`src/rtl/serial_frame_ctrl.sv`:
```
// Frame controller for a bit-serial command/response link: sequences tclk/trst/dq_en/sr_en over one frame.
// Latency: busy one cycle after start is sampled; no backpressure, start is ignored while a frame is running.
module serial_frame_ctrl #(
    parameter int WR_BITS   = 8,
    parameter int RD_BITS   = 10,
    parameter int DIV       = 1,
    parameter int FRAME_LEN = 40,
    parameter int CNT_W     = 8
) (
    input  logic             clk,
    input  logic             rst_n,
    input  logic             start,
    input  logic             rd_mode,
    output logic             busy,
    output logic             done,
    output logic             tclk,
    output logic             trst,
    output logic             dq_en,
    output logic             sr_en,
    output logic [CNT_W-1:0] bit_idx
);

    localparam int PH_W = (DIV > 1) ? $clog2(DIV) : 1;
    localparam logic [PH_W-1:0]  PH_MAX = PH_W'(DIV - 1);
    localparam logic [CNT_W-1:0] FC_MAX = CNT_W'(FRAME_LEN - 1);
    localparam logic [CNT_W-1:0] WR_MAX = CNT_W'(WR_BITS - 1);
    localparam logic [CNT_W-1:0] RD_MAX = CNT_W'(RD_BITS - 1);

    typedef enum logic [2:0] {
        S_IDLE, S_LOAD, S_START, S_WR_LO, S_WR_HI, S_RD_LO, S_RD_HI, S_END
    } state_t;

    state_t           state_q, state_d;
    logic [CNT_W-1:0] frame_cnt_q, frame_cnt_d;
    logic [CNT_W-1:0] bit_idx_q, bit_idx_d;
    logic [PH_W-1:0]  ph_q, ph_d;
    logic             mode_q, mode_d;
    logic             ph_last;

    assign ph_last = (ph_q == PH_MAX);

    always_ff @(posedge clk or negedge rst_n) begin
        if (!rst_n) begin
            state_q     <= S_IDLE;
            frame_cnt_q <= '0;
            bit_idx_q   <= '0;
            ph_q        <= '0;
            mode_q      <= 1'b0;
        end else begin
            state_q     <= state_d;
            frame_cnt_q <= frame_cnt_d;
            bit_idx_q   <= bit_idx_d;
            ph_q        <= ph_d;
            mode_q      <= mode_d;
        end
    end

    always_comb begin
        state_d     = state_q;
        bit_idx_d   = bit_idx_q;
        ph_d        = ph_q;
        mode_d      = mode_q;
        frame_cnt_d = frame_cnt_q;
        // Frame counter runs from LOAD onward and parks at the last frame cycle.
        if (state_q != S_IDLE && frame_cnt_q != FC_MAX)
            frame_cnt_d = frame_cnt_q + CNT_W'(1);

        case (state_q)
            S_IDLE: begin
                frame_cnt_d = '0;
                bit_idx_d   = '0;
                ph_d        = '0;
                if (start) begin
                    state_d = S_LOAD;
                    mode_d  = rd_mode;
                end
            end
            S_LOAD:  state_d = S_START;
            S_START: begin
                state_d = S_WR_LO;
                ph_d    = '0;
            end
            S_WR_LO: begin
                ph_d = ph_q + PH_W'(1);
                if (ph_last) begin
                    ph_d    = '0;
                    state_d = S_WR_HI;
                end
            end
            S_WR_HI: begin
                ph_d = ph_q + PH_W'(1);
                if (ph_last) begin
                    ph_d = '0;
                    if (bit_idx_q < WR_MAX) begin
                        bit_idx_d = bit_idx_q + CNT_W'(1);
                        state_d   = S_WR_LO;
                    end else begin
                        bit_idx_d = '0;
                        state_d   = mode_q ? S_RD_LO : S_END;
                    end
                end
            end
            S_RD_LO: begin
                ph_d = ph_q + PH_W'(1);
                if (ph_last) begin
                    ph_d    = '0;
                    state_d = S_RD_HI;
                end
            end
            S_RD_HI: begin
                ph_d = ph_q + PH_W'(1);
                if (ph_last) begin
                    ph_d = '0;
                    if (bit_idx_q < RD_MAX) begin
                        bit_idx_d = bit_idx_q + CNT_W'(1);
                        state_d   = S_RD_LO;
                    end else begin
                        bit_idx_d = '0;
                        state_d   = S_END;
                    end
                end
            end
            S_END: begin
                // A start seen in the final END cycle chains straight into the next frame.
                if (frame_cnt_q == FC_MAX) begin
                    frame_cnt_d = '0;
                    if (start) begin
                        state_d = S_LOAD;
                        mode_d  = rd_mode;
                    end else begin
                        state_d = S_IDLE;
                    end
                end
            end
            default: begin
                state_d     = S_IDLE;
                frame_cnt_d = '0;
                bit_idx_d   = '0;
                ph_d        = '0;
            end
        endcase
    end

    always_comb begin
        tclk  = 1'b1;
        trst  = 1'b1;
        dq_en = 1'b0;
        sr_en = 1'b0;
        case (state_q)
            S_IDLE, S_LOAD: trst = 1'b0;
            S_WR_LO: begin
                tclk  = 1'b0;
                dq_en = 1'b1;
                sr_en = (ph_q == '0);
            end
            S_WR_HI: dq_en = 1'b1;
            S_RD_LO: begin
                tclk  = 1'b0;
                sr_en = (ph_q == '0);
            end
            default: ;
        endcase
    end

    assign busy    = (state_q != S_IDLE);
    assign done    = (state_q == S_END) && (frame_cnt_q == FC_MAX);
    assign bit_idx = bit_idx_q;

endmodule

```
`config.mk`:
```
export PLATFORM = sky130hd
export DESIGN_NAME = serial_frame_ctrl
export DESIGN_NICKNAME = d
export VERILOG_FILES = /design/src/rtl/serial_frame_ctrl.sv
export SDC_FILE = /design/constraint.sdc
export NUM_CORES = 1
export LEC_CHECK = 0
export BUFFER_PORTS_ARGS = -buffer_cell sky130_fd_sc_hd__buf_2
export CAP_MARGIN = 10
export CORE_ASPECT_RATIO = 1.4
export CORE_MARGIN = 5
export CORE_UTILIZATION = 50
export DETAILED_ROUTE_END_ITERATION = 8
export GPL_TIMING_DRIVEN = 0
export PLACE_DENSITY = 0.71
export RECOVER_POWER = 25
export SLEW_MARGIN = 20
export SYNTH_ARGS = -nofsm -noshare
export SYNTH_HDL_FRONTEND = slang
export SYNTH_SLANG_ARGS = --single-unit
```
`constraint.sdc`:
```
create_clock -name clk -period 3.8 [get_ports clk]
set_input_delay 0.95 -clock clk [delete_from_list [all_inputs] [get_ports clk]]
set_output_delay 0.95 -clock clk [all_outputs]
set_load 0.02 [all_outputs]
```
==> flow_summary.toml, run 1 <==
[placement]
gp_congestion = 0.789
preCtsSetupSlack_ns = 1.13
dp_cells = 152
placed_cell_area_um2 = 1190
dp_hpwl_um = 1660
portBuffers = 17

[route]
antenna_left = 0
routed_wl_um = 2210
wl_per_cell_um = 14.2
viasPerCell = 5.72
drt_first_pass_iters = 4
vias = 892
drt_iter0_drc = 15
post-route-drc-count = 0

[final_layout]
fin_nets = 142
final_util = 0.583
synthToLayoutAreaGrowth_pct = 15.2
register_area_um2 = 500
drive_gt1_frac = 0.194
multi_input_area_um2 = 531
layout_commonest_cell = "dfrtp_1"
diodes = 0
final_cell_mix = "20 x dfrtp_1, 16 x buf_2, 9 x nand2_1"
num-fill-cells = 197
postLayoutCellArea_um2 = 1240
fin_cells = 156

[clocking]
clkLatencyLatePin_ns = 0.31
clock_path_buffers = 2
postCtsSetupBuffers = 0
ctsRootBufferMaster = "clkbuf_4"
ctsHtreeMaxLevel = 1
holdBufCountCts = 0
cts_sinks = 20
cts_tree = "built"
cts-resized-gates = 0
cts_made_buffers = 3
clk_pin_slew_worst_paths_ns = 0.12

[logic_synthesis]
yosys-top-cells-area = "dfrtp_1 47%, a21oi_1 3.7%, ha_1 3.5%, nand2_1 3.1%, and2_1 2.9%"
syn_area_per_cell_um2 = 9.52
yosys.area.top_type = "dfrtp_1"
synth_edf_count = 0
synthCells = 113
synth_ff_type = "dfrtp_1"
ys_warn_count = 0
ys_ff_latch = 20
synthArstFlopShare = 1.00
synth.net_count = 120
synth.distinct_cells = 35
yosys.area.top_type_share = 0.465
synth_seq_area_share = 0.465
synth_area_um2 = 1080

[sta]
timing.fmax_ghz = 0.331
period_share = 0.796
setup_tns_ns = 0
worst_pin_slew_ns = 1.10
rsz0062_at_grt = "no"
drv_slew = 0
holdWs_ns = 0.528
hold_violations = 0
skew_ns = 0.00381
worst_slack_ns = 0.777
setup_viol = 0
fin_crit_ns = 3.02
relSlewSlack = 0.265

[global_route]
grt_max_degree = 21
grt_pass1_wl_um = 3910
grt_pass1_vias = 969
track_usage = 0.152
antenna_found_initial = 0
overflow = 0

[power]
leakagePower_nw = 0.596
p_per_area_nw_per_um2 = 812
p_total_mw = 1.01
ir_drop_mv = 0.541

[floorplan]
num_rows = 20
num_io_pins = 18
die_y_um = 64.9
die_area_um2 = 3190
core_um2 = 2130
start_util = 0.506
die_x_um = 49.2

[critical_path]
path_max_fanout = 4
critPathKind = "reg2out"
endpoint_kind = "output port"
cp.required_ns = 2.85
arrival_ns = 2.07
cp-start-kind = "flip-flop"

[outcome]
status = "finished clean"

[min_path]
hold_class = "reg2reg"

[run]
maxCapViolCount = 0
==> where the power goes <==
group	switching (mW)	leakage (nW)	total, mW	internal [mW]
Sequential	0.0762	0.254	0.362	0.286
Combinational	0.284	0.315	0.471	0.187
Clock	0.0680	0.0279	0.175	0.107
Total	0.428	0.596	1.01	0.579
==> routing by layer <==
| layer | part of all wire | wire length [um] | vias up | global-route usage |
|---|---|---|---|---|
| li1 | - | - | 441 | - |
| met1 | 0.42 | 927 | 434 | 0.156 |
| met2 | 0.52 | 1160 | 12 | 0.279 |
| met3 | 0.037 | 82 | 5 | 0.0322 |
| met4 | 0.019 | 42 | 0 | 0.0808 |
| met5 | 0 | 0 | - | 0 |
==> area by class of cell <==
type / count / area share
multi-input combinational: 81 / 0.428
sequential: 20 / 0.404
timing repair buffer: 17 / 0.0676
clock inverter: 1 / 0.0242
tap: 22 / 0.0222
inverter: 7 / 0.0212
clock buffer: 3 / 0.0182
buffer: 5 / 0.0151
==> cell usage after synthesis (2+ instances only) <==
cell type	instances
dfrtp_1	20
nand2_1	9
a21oi_1	8
nor2_1	8
inv_1	7
and2_1	5
clkbuf_1	5
nand3_1	4
nor2b_1	4
o21ai_0	4
ha_1	3
nor3_1	3
nor4_1	3
o22ai_1	3
or3_1	3
xor2_1	3
o211ai_1	2
or2_2	2
==> worst paths after layout <==
| kind | start | to | slack, ns | cells past startpoint |
|---|---|---|---|---|
| setup / recovery | frame_cnt_q[0] | done | 0.78 | 4 |
| hold / removal | bit_idx[5] | bit_idx[5] | 0.53 | 1 |
| setup reg to reg | frame_cnt_q[0] | mode_q | 1.72 | 5 |
| hold reg to reg | bit_idx[5] | bit_idx[5] | 0.53 | 1 |
| max in group asynchronous | rst_n | bit_idx[1] | 2.33 | 1 |
| min in group asynchronous | rst_n | frame_cnt_q[2] | 0.82 | 1 |
==> critical path: stages (launching register included) <==
cell,delay (ns)
dfrtp_1,0.41
ha_1,0.21
or4b_4,0.52
nor4_1,0.39
buf_2,0.24
==> cells by family (layout without fill, tap and decap cells) <==
family / after synthesis / count (layout) / synth area share
buffers and inverters: 12 / 33 / 0.0419
AND/OR/NAND/NOR: 46 / 46 / 0.231
AO/OA/AOI/OAI: 27 / 27 / 0.184
adder cells (fa/ha/maj): 3 / 3 / 0.0349
flip-flops: 20 / 20 / 0.465
XOR/XNOR: 4 / 4 / 0.0326
multiplexers: 1 / 1 / 0.0105
==> registers in the layout, summed over array words and instances, names as in the netlist <==
signal and count:
mode_q 1, bit_idx 8, frame_cnt_q 8, state_q 3
No activity file was read; power rests on OpenSTA's default activity.
==> run 2, diff against run 1 <==
--- a/config.mk
+++ b/config.mk
@@ -9,10 +9,10 @@
 export CAP_MARGIN = 10
 export CORE_ASPECT_RATIO = 1.4
 export CORE_MARGIN = 5
-export CORE_UTILIZATION = 50
+export CORE_UTILIZATION = 49
 export DETAILED_ROUTE_END_ITERATION = 8
 export GPL_TIMING_DRIVEN = 0
-export PLACE_DENSITY = 0.71
+export PLACE_DENSITY = 0.73
 export RECOVER_POWER = 25
 export SLEW_MARGIN = 20
 export SYNTH_ARGS = -nofsm -noshare
==> constraint.sdc (replaced) <==
create_clock -name clk -period 2.5 [get_ports clk]
set_input_delay 0.625 -clock clk [delete_from_list [all_inputs] [get_ports clk]]
set_output_delay 0.625 -clock clk [all_outputs]
set_load 0.02 [all_outputs]
==> run 2 against run 1 <==
Compared with the run above:
- routed wire length down 0.36%
- sequential power is 51% higher
- combinational power grew 61%
- register-to-register slack got worse by 1.4 ns
- sequential share of layout area is 1.0 points lower
- critical path type unchanged
==> flow_summary.toml, run 2 (synthesis gave the netlist of run 1 again) <==
[global_route]
grt-busiest-layer = "met2"
grt_pass1_vias = 897
met1_usage = 0.185
use_met3 = 0.0340
grt_max_degree = 21
grt_pass1_wl_um = 3970
track_usage = 0.155
overflow = 0
antenna_found_initial = 0
use_met2 = 0.260

[sta]
timing.fmax_ghz = 0.415
skew_ns = 0.00106
setup_tns_ns = 0
period_share = 0.963
holdWs_ns = 0.485
worst_slack_ns = 0.0926
worst_pin_slew_ns = 1.06
drv_slew = 0
rsz0062_at_grt = "no"
relSlewSlack = 0.294
hold_violations = 0
fin_crit_ns = 2.41
setup_viol = 0

[critical_path]
crit_start = "frame_cnt_q[1]"
endpoint_kind = "output port"
cp-start-kind = "flip-flop"
rr_endpoint = "mode_q"
arrival_ns = 1.78
cp-endpoint = "done"
path_max_fanout = 3
worst-r2r-cell-count = 6
r2r_slack_ns = 0.29
r2r_start = "frame_cnt_q[1]"
critPathKind = "reg2out"
cp.required_ns = 1.88

[route]
vias = 899
routed_wl_um = 2200
antenna_left = 0
post-route-drc-count = 0
viasPerCell = 5.69
drt_iter0_drc = 16
drt_first_pass_iters = 6
wl_per_cell_um = 13.9

[final_layout]
synthToLayoutAreaGrowth_pct = 18.3
postLayoutCellArea_um2 = 1270
diodes = 0
layout_commonest_cell = "dfrtp_1"
drive_gt1_frac = 0.213
final_cell_mix = "20 x dfrtp_1, 15 x buf_2, 9 x nand2_1"
fin_nets = 144
final_util = 0.598

[floorplan]
num_io_pins = 18
start_util = 0.506
die_area_um2 = 3250
die_x_um = 49.6
num_rows = 20
die_y_um = 65.4
core_um2 = 2130

[clocking]
ctsRootBufferMaster = "clkbuf_4"
clkLatencyLatePin_ns = 0.29
cts_made_buffers = 3
clk_pin_slew_worst_paths_ns = 0.11
clock_path_buffers = 2
cts_sinks = 20
cts_tree = "built"
ctsHtreeMaxLevel = 1
holdBufCountCts = 0

[placement]
dp_hpwl_um = 1630
preCtsSetupSlack_ns = 0.129
gp_congestion = 0.787
portBuffers = 17
placed_cell_area_um2 = 1190

[run]
maxCapViolCount = 0

[power]
p_per_area_nw_per_um2 = 1230
ir_drop_mv = 0.658
leakagePower_nw = 0.605

[min_path]
hold_class = "in2async"

[outcome]
status = "finished clean"
[run 2: worst min-delay path by stage]
stage	end	slack, ns
after CTS	frame_cnt_q[4]	0.26
after global placement	bit_idx[7]	0.49
final	frame_cnt_q[4]	0.49
after floorplan	bit_idx[0]	0.33
after global routing	mode_q	0.53
after detailed placement	bit_idx[4]	0.50
[run 2: power breakdown]
group	leakage (nW)	switching (mW)	internal, mW	total, mW
Sequential	0.254	0.113	0.434	0.547
Combinational	0.324	0.455	0.304	0.759
Clock	0.0279	0.0978	0.162	0.260
[run 2: what timing repair did]
item,4_1_cts,5_1_grt
setup endpoints to repair,1,1
pin swaps,0,1
gates cloned,0,0
setup buffers,2,0
resized for setup,3,0
[run 2: cell type report]
class | count | area (um2)
fill | 181 | 855
buffer | 5 | 18.8
tap | 22 | 27.5
clock buffer | 3 | 22.5
clock inverter | 1 | 30.0
sequential | 20 | 500
timing repair buffer | 19 | 101
multi-input combinational | 81 | 546
inverter | 7 | 26.3
[run 2: metal layers]
layer	routed length [um]	vias to the layer above	share of wire
li1	-	448	-
met4	48	0	0.022
met2	1140	16	0.52
met3	70	4	0.032
met5	0	-	0
met1	941	431	0.43
[run 2: worst max-delay path: stages (launching register included)]
cell	delay, ns
dfrtp_1	0.39
ha_1	0.20
or4b_4	0.50
nor4_4	0.20
buf_4	0.20
[run 2: per-stage QoR]
step                cells  power [mW]
finish                158        1.57
global route          158        1.71
CTS                   158        1.58
detailed placement    152        1.28
global placement      152        1.24
floorplan             113        1.08
==> run 3, diff against run 2 <==
--- a/config.mk
+++ b/config.mk
@@ -9,11 +9,12 @@
 export CAP_MARGIN = 10
 export CORE_ASPECT_RATIO = 1.4
 export CORE_MARGIN = 5
-export CORE_UTILIZATION = 49
+export CORE_UTILIZATION = 51
+export CTS_BUF_LIST = sky130_fd_sc_hd__clkbuf_8
 export DETAILED_ROUTE_END_ITERATION = 8
 export GPL_TIMING_DRIVEN = 0
-export PLACE_DENSITY = 0.73
-export RECOVER_POWER = 25
+export PLACE_DENSITY = 0.75
+export RECOVER_POWER = 50
 export SLEW_MARGIN = 20
 export SYNTH_ARGS = -nofsm -noshare
 export SYNTH_HDL_FRONTEND = slang
==> run 3 against run 2 <==
Compared with the run above:
- maximum frequency rose by 0.58%
- combinational power shrank 3%
- setup slack improved by 0.014 ns
- core utilization up 3.8 points
- first-iteration DRC count decreased by 19%
- critical path type unchanged
- highest routed layer unchanged
- sequential share of layout area grew 0.077 points
- final cell count shrank 1.9%
==> flow_summary.toml, run 3 (synthesis gave the netlist of run 1 again) <==
[final_layout]
fin_cells = 155
synthToLayoutAreaGrowth_pct = 18.0
drive_gt1_frac = 0.172
postLayoutCellArea_um2 = 1270
final_cell_mix = "20 x dfrtp_1, 11 x buf_2, 10 x clkbuf_1"
fin_nets = 142
layout_commonest_cell = "dfrtp_1"
diodes = 0

[sta]
rsz0062_at_grt = "no"
period_share = 0.957
fin_crit_ns = 2.39
drv_slew = 0
worst_pin_slew_ns = 1.05
setup_tns_ns = 0
skew_ns = 0.00407
holdWs_ns = 0.514
relSlewSlack = 0.297
hold_violations = 0
setup_viol = 0
timing.fmax_ghz = 0.418

[floorplan]
num_io_pins = 18
die_y_um = 64.4
num_rows = 19
die_area_um2 = 3140
core_um2 = 2000
die_x_um = 48.8
start_util = 0.539

[placement]
dp_cells = 151
portBuffers = 17
gp_congestion = 0.790
placed_cell_area_um2 = 1190
dp_hpwl_um = 1640

[power]
p_total_mw = 1.61
ir_drop_mv = 0.788
p_per_area_nw_per_um2 = 1270
leakagePower_nw = 0.584

[route]
antenna_left = 0
post-route-drc-count = 0
wl_met1_um = 930
wl_met3_um = 80
met2_length_um = 1220
drt_iter0_drc = 13
routed_wl_um = 2280
vias = 895
drt_first_pass_iters = 4
viasPerCell = 5.77
routed.top_layer = "met4"
wl_per_cell_um = 14.7

[clocking]
cts_made_buffers = 3
cts_tree = "built"
postCtsSetupBuffers = 0
ctsHtreeMaxLevel = 1
ctsRootBufferMaster = "clkbuf_8"
clock_path_buffers = 2
clkLatencyLatePin_ns = 0.26
cts_sinks = 20
holdBufCountCts = 0
clk_pin_slew_worst_paths_ns = 0.07

[critical_path]
arrival_ns = 1.77
cp-start-kind = "flip-flop"
cp.required_ns = 1.88
critPathKind = "reg2out"
endpoint_kind = "output port"
path_max_fanout = 4

[min_path]
hold_class = "reg2reg"

[outcome]
status = "finished clean"

[global_route]
grt_pass1_vias = 921
grt_max_degree = 21
antenna_found_initial = 0
grt_pass1_wl_um = 4050
track_usage = 0.161
overflow = 0

[run]
maxCapViolCount = 0
[run 3: cell count changes in the layout (fill, tap and decap cells not counted), sizes merged]
cell / previous run / this run
clkbuf: 9 / 13
buf: 18 / 12
[run 3: final timing paths]
check	startpoint	end	slack [ns]	cells after the start
setup / recovery	frame_cnt_q[0]	done	0.11	4
hold / removal	bit_idx[4]	bit_idx[4]	0.51	1
setup reg to reg	frame_cnt_q[0]	mode_q	0.40	5
hold reg to reg	bit_idx[4]	bit_idx[4]	0.51	1
max in group asynchronous	rst_n	frame_cnt_q[5]	1.34	1
min in group asynchronous	rst_n	frame_cnt_q[6]	0.53	1
[run 3: report_power, final]
| part | internal, mW | leakage, nW | switching, mW |
|---|---|---|---|
| Sequential | 0.435 | 0.254 | 0.114 |
| Clock | 0.214 | 0.0357 | 0.108 |
| Combinational | 0.287 | 0.295 | 0.452 |
[run 3: what timing repair did]
action	CTS	global route
resized for setup	2	1
pin swaps	0	1
setup endpoints to repair	1	1
[run 3: area by class of cell]
type | instances | area, um2
timing repair buffer | 17 | 81.3
inverter | 7 | 26.3
clock buffer | 3 | 41.3
sequential | 20 | 500
buffer | 5 | 18.8
multi-input combinational | 81 | 546
clock inverter | 1 | 30.0
fill | 180 | 727
tap | 21 | 26.3
[run 3: per-stage QoR]
step / utilization / setup WS (ns)
after floorplan: - / 0.0638
after CTS: 0.638 / 0.00361
final: 0.636 / 0.106
after global routing: 0.636 / 0.00890
after detailed placement: 0.595 / 0.181
after global placement: 0.595 / 0.173
[run 3: critical path: stages (launching register included)]
cell and delay (ns):
dfrtp_1 0.39, ha_1 0.20, or4b_4 0.53, nor4_4 0.20
buf_4 0.19
[run 3: per-layer routing]
layer	global-route usage	vias to the layer above
met3	0.0256	6
met2	0.289	20
met1	0.179	425
met5	0	-
met4	0.0808	0
li1	-	444
